===== src/rtl/aes_pkg.sv =====
// Shared AES datapath constants and block/word types.
package aes_pkg;

    localparam int AES_BLOCK_W = 128;
    localparam int AES_WORD_W  = 32;

    typedef logic [AES_BLOCK_W-1:0] aes_block_t;
    typedef logic [AES_WORD_W-1:0]  aes_word_t;

endpackage : aes_pkg


===== src/rtl/shift_register_128to32_if.sv =====
// Bus between the 128-bit AES core side and the 32-bit word consumer.
// master: drives the block and the load/shift strobes, observes the word stream.
// slave:  the shift register itself.
interface shift_register_128to32_if
    import aes_pkg::*;
#(
    parameter int DATA_W = AES_BLOCK_W,
    parameter int WORD_W = AES_WORD_W
) ();

    logic [DATA_W-1:0] data_in;
    logic              load;
    logic              shift_out;
    logic [WORD_W-1:0] data_out;
    logic              valid;
    logic              last;

    modport master (
        output data_in,
        output load,
        output shift_out,
        input  data_out,
        input  valid,
        input  last
    );

    modport slave (
        input  data_in,
        input  load,
        input  shift_out,
        output data_out,
        output valid,
        output last
    );

endinterface : shift_register_128to32_if


===== src/rtl/shift_register_128to32.sv =====
// Parallel-in, serial-word-out register: captures a block and presents it
// most-significant word first, one word per shift_out strobe.
module shift_register_128to32
    import aes_pkg::*;
#(
    parameter int DATA_W = AES_BLOCK_W,
    parameter int WORD_W = AES_WORD_W
) (
    input  logic                     clk,
    input  logic                     reset,
    shift_register_128to32_if.slave  bus
);

    // DATA_W is expected to be a whole number of words.
    localparam int NUM_WORDS = DATA_W / WORD_W;
    localparam int CNT_W     = $clog2(NUM_WORDS + 1);

    logic [DATA_W-1:0] sreg_q;
    logic [DATA_W-1:0] sreg_d;
    logic [CNT_W-1:0]  count_q;
    logic [CNT_W-1:0]  count_d;

    // Next-state: load has priority over shift; a shift on an empty register is ignored.
    always_comb begin
        sreg_d  = sreg_q;
        count_d = count_q;
        if (bus.load) begin
            sreg_d  = bus.data_in;
            count_d = CNT_W'(NUM_WORDS);
        end else if (bus.shift_out && (count_q != '0)) begin
            // Zero fill keeps data_out at 0 once the last word has gone.
            sreg_d  = sreg_q << WORD_W;
            count_d = count_q - CNT_W'(1);
        end
    end

    // State register; reset discards any words still pending.
    always_ff @(posedge clk) begin
        if (reset) begin
            sreg_q  <= '0;
            count_q <= '0;
        end else begin
            sreg_q  <= sreg_d;
            count_q <= count_d;
        end
    end

    // Outputs decode registered state only, so there is no input-to-output path.
    assign bus.data_out = sreg_q[DATA_W-1 -: WORD_W];
    assign bus.valid    = (count_q != '0);
    assign bus.last     = (count_q == CNT_W'(1));

endmodule : shift_register_128to32


===== src/flat_wrapper.sv =====
// flat-port wrapper written by rule: the top's interface ports become plain ports
module shift_register_128to32_flat import aes_pkg::*;
#(
    parameter int DATA_W = AES_BLOCK_W,
    parameter int WORD_W = AES_WORD_W
)
  (clk, reset, bus_data_in, bus_load, bus_shift_out, bus_data_out, bus_valid, bus_last);
  shift_register_128to32_if #(.DATA_W(DATA_W), .WORD_W(WORD_W)) bus_i ();
  input  logic clk;
  input  logic reset;
  input wire logic [$bits(bus_i.data_in)-1:0] bus_data_in;
  input wire logic [$bits(bus_i.load)-1:0] bus_load;
  input wire logic [$bits(bus_i.shift_out)-1:0] bus_shift_out;
  output wire logic [$bits(bus_i.data_out)-1:0] bus_data_out;
  output wire logic [$bits(bus_i.valid)-1:0] bus_valid;
  output wire logic [$bits(bus_i.last)-1:0] bus_last;
  assign bus_i.data_in = bus_data_in;
  assign bus_i.load = bus_load;
  assign bus_i.shift_out = bus_shift_out;
  assign bus_data_out = bus_i.data_out;
  assign bus_valid = bus_i.valid;
  assign bus_last = bus_i.last;
  shift_register_128to32 #(.DATA_W(DATA_W), .WORD_W(WORD_W)) u_core (.clk(clk), .reset(reset), .bus(bus_i));
endmodule

===== config.mk =====
export PLATFORM = sky130hd
export DESIGN_NAME = shift_register_128to32_flat
export DESIGN_NICKNAME = d
export VERILOG_FILES = /design/src/rtl/aes_pkg.sv /design/src/rtl/shift_register_128to32_if.sv /design/src/rtl/shift_register_128to32.sv /design/src/flat_wrapper.sv
export SDC_FILE = /design/constraint.sdc
export NUM_CORES = 1
export LEC_CHECK = 0
export CAP_MARGIN = 20
export CORE_AREA = 2 2 113 115
export DETAILED_ROUTE_END_ITERATION = 8
export DIE_AREA = 0 0 115 117
export PLACE_DENSITY = 0.85
export SETUP_SLACK_MARGIN = 0.4
export SYNTH_ARGS = -nofsm -noshare
export SYNTH_HDL_FRONTEND = slang
export SYNTH_SLANG_ARGS = --single-unit

===== constraint.sdc =====
create_clock -name clk -period 3.6 [get_ports clk]
set_input_delay 0.72 -clock clk [delete_from_list [all_inputs] [get_ports clk]]
set_output_delay 0.72 -clock clk [all_outputs]
set_load 0.03 [all_outputs]

==> metrics.md <==
| Metric | Value |
|---|---|
| Overall power | `4.07 mW` |
| H-tree depth | `4` |
| Number of core rows | `41` |
| Clock-pin transition on the worst setup and hold timing paths | `0.05 ns` |
| Layout Utilization | `between 60% and 70%` |
| Routed via count | `6,039` |
| Post-synth top area cell | `dfxtp_1` |
| Clock buffer count from CTS | `17` |
| DP Area | `roughly 7600 um2` |
| RR Endpoint | `u_core.sreg_q[39]` |
| Die Width | `about 120 um` |
| Syn. warnings | `0` |
| Setup crit start kind | `flip-flop` |
| Fillers | `1,011` |
| Gate power share | `about 16%` |
| Worst IR Drop VDD | `0.292 mV` |
| Routability congestion estimate | `just under 0.8` |
| First-pass GRT wire length | `26,900 um` |
| # Max-Cap Violations | `0` |
| Post-synth EDFFs | `0` |
| ANT nets after route | `0` |
| Clock power frac | `44.1%` |
| Int Pwr | `3.03 mW` |
| Clk root buf | `clkbuf_16` |
| HPWL Detailed | `between 9000 and 10,000 um` |
| Status | `finished clean` |
| Relative slew margins | `about 28%` |
| Worst-skew pair later-pin latency | `0.41 ns` |
| Crit-path slowest cell | `clkdlybuf4s50_1` |
| Hold path cells | `2` |
| Core Footprint | `12,300 um2` |
| M1 GR Usage | `36.7%` |
| Top_reg_cell synth | `dfxtp_1` |
| Largest net degree at the start of global routing | `130` |
| Worst Hold Class | `reg2reg` |
| Setup Fix Bufs, Post-CTS | `0` |
| Vias per cell | `around 5.9` |
| Crit-path cells | `inv_1, ha_1, nor2b_4, clkinv_2, clkdlybuf4s50_1` |
| Clock Skew | `0.00917 ns` |
| List of most frequent post-synthesis cells | `dfxtp_1 (131), o21ai_0 (112), inv_1 (98)` |
| Finish-stage setup viols | `0` |
| Actual slew at the worst max-slew pin | `roughly 1.1 ns` |
| Most common cell in the netlist | `dfxtp_1` |
| Grt met3 use | `under 10%` |
| Tot GR Track Use | `around 25%` |
| Distinct cells, synth | `25` |
| Hold Fails Final Rpt | `0` |
| Critical path required time | `2.88 ns` |
| RSZ-0062 raised after global routing | `no` |
| Drt wl/cell | `16.6 um` |
| DR pass1 iterations | `5` |
| Post-cts resize count | `0` |
| Die Y | `~120 um` |
| Share of cells above drive strength 1 | `5.52%` |
| Syn avg cell area | `8.10 um2` |
| DRT iter0 DRCs | `847` |
| Top-area cell type share of the netlist area | `41.2%` |
| Register-to-Register Path Depth | `7` |
| Cell Area, Synth | `6360 um2` |
| P&R area growth vs syn | `30.2%` |
| Bufs on Longest Clock Path | `2` |
| CTS tree | `yes` |
| Routed WL | `16,900 um` |
| CP arrival | `1.88 ns` |
| Vias in the first global route | `between 5,000 and 6,000` |
| Hold Buf Count CTS | `0` |
| Finished Cell Area | `slightly above 8000 um2` |
| Critical Path Fanout Max | `3` |
| Final cycle utilization of the critical path | `72.1%` |
| Mapped Cells | `786` |
| Seq pwr share | `39.5%` |
| Residual DRC | `0` |
| Max Slew Vio Count | `0` |
| Sequential cell area | `2620 um2` |
| Pwr Density | `491 nW/um2` |
| Overflow after GRT | `0` |
| GR Util met2 | `35.4%` |
| Final min period | `2.60 ns` |
| Ranking of synthesized cells by area | `dfxtp_1 (41%), a221oi_1 (13%), a31oi_1 (9.4%)` |
| Max stage delay on crit path | `0.65 ns` |
| Psw | `1.04 mW` |
| Reg-to-Reg Start | `u_core.count_q[0]` |
| Worst R2R Setup Slack | `1.30 ns` |
| Grt peak-use layer | `met1` |
| Input/output buffers | `approximately 170` |
| Ys async rst share | `0%` |
| Clk sink count | `around 130` |
| Synth Register Bits | `about 130` |
| I/O Pins | `166` |
| Die ar. | `13,500 um2` |
| Antenna diodes | `0` |
| Setup crit end kind | `primary output` |
| Non-Filler Instances | `1,019` |
| Leakage | `3.24 nW` |
| Placed insts | `986` |
| Area taken by multi-input logic gates | `roughly 2700 um2` |
| Fmax | `0.385 GHz` |
| Sequential fraction of the synthesis area | `about two fifths` |
| Worst hold start | `u_core.count_q[0]` |
| WS Path Type | `reg2out` |
| Sw frac | `25.5%` |
| Synth Net Count | `921` |
| Setup_tns | `0 ns` |
| Starting Density | `around 52%` |
| Endpoint, Worst Hold | `u_core.count_q[0]` |
| Nets | `991` |
| Initial antenna violation count | `0` |
==> cells in the final DEF (no fill, tap or decap), types with 3 or more instances in the layout <==
cell type | Yosys | layout
clkdlybuf4s50_1 | 0 | 162
clkbuf_16 | 0 | 17
nand2_1 | 32 | 32
buf_12 | 0 | 4
bufinv_16 | 0 | 3
a21oi_1 | 34 | 34
ha_1 | 3 | 3
a221oi_1 | 96 | 96
a31oi_1 | 96 | 96
nor2b_1 | 33 | 33
dfxtp_1 | 131 | 131
clkbuf_8 | 0 | 5
clkinv_2 | 1 | 6
o21ai_0 | 112 | 112
inv_1 | 98 | 98
o21ai_1 | 17 | 17
buf_4 | 43 | 7
==> stage by stage <==
stage	setup slack, ns	hold slack, ns
after global placement	1.29	0.475
after global routing	0.931	0.513
after floorplan	1.83	0.462
after CTS	0.990	0.492
final	1.00	0.492
after detailed placement	1.29	0.484
==> registers in the layout, summed over array words and instances (netlist names) <==
signal	cells
u_core.count_q	3
u_core.sreg_q	128
==> area by class of cell <==
class | count | area share (%)
sequential | 131 | 31.7
inverter | 100 | 4.56
multi-input combinational | 431 | 32.3
tap | 150 | 2.27
clock inverter | 9 | 1.51
clock buffer | 23 | 6.01
timing repair buffer | 175 | 21.6
==> cell families after synthesis <==
kind of cell               synth area share (%)
AOI/OAI and AO/OA                          35.9
and+or+nand+nor                            5.64
adders and majority gates                 0.590
DFF                                        41.2
buffers and inverters                      16.7
==> power groups by stage <==
| stage | logic (mW) | clock network [mW] | registers, mW |
|---|---|---|---|
| 2_1_floorplan | 0.447 | 0 | 1.61 |
| 3_3_place_gp | 0.646 | 0 | 1.63 |
| 3_5_place_dp | 0.651 | 0 | 1.64 |
| 4_1_cts | 0.656 | 1.81 | 1.61 |
| 5_1_grt | 0.729 | 1.87 | 1.62 |
| 6_report | 0.669 | 1.79 | 1.61 |
==> critical path: cells and delay by family, from the launching register on <==
| kind | cells | cell delay, ns |
|---|---|---|
| fa+ha+maj | 1 | 0.21 |
| buf+inv | 3 | 0.78 |
| flops | 1 | 0.35 |
| simple gates | 1 | 0.13 |
==> worst max-delay path by stage <==
stage / start / to
6_report: u_core.count_q[0] / bus_valid
5_1_grt: u_core.count_q[0] / bus_valid
4_1_cts: u_core.count_q[0] / bus_valid
3_5_place_dp: bus_shift_out / u_core.count_q[2]
3_3_place_gp: bus_shift_out / u_core.count_q[2]
2_1_floorplan: u_core.count_q[0] / bus_valid
==> per-layer routing <==
layer / vias to the layer above / share of wire [%]
met5: - / 0
met4: 0 / 2.1
met3: 26 / 6.2
met2: 244 / 46
met1: 2799 / 46
li1: 2970 / -
(Power assumes the default switching activity.)
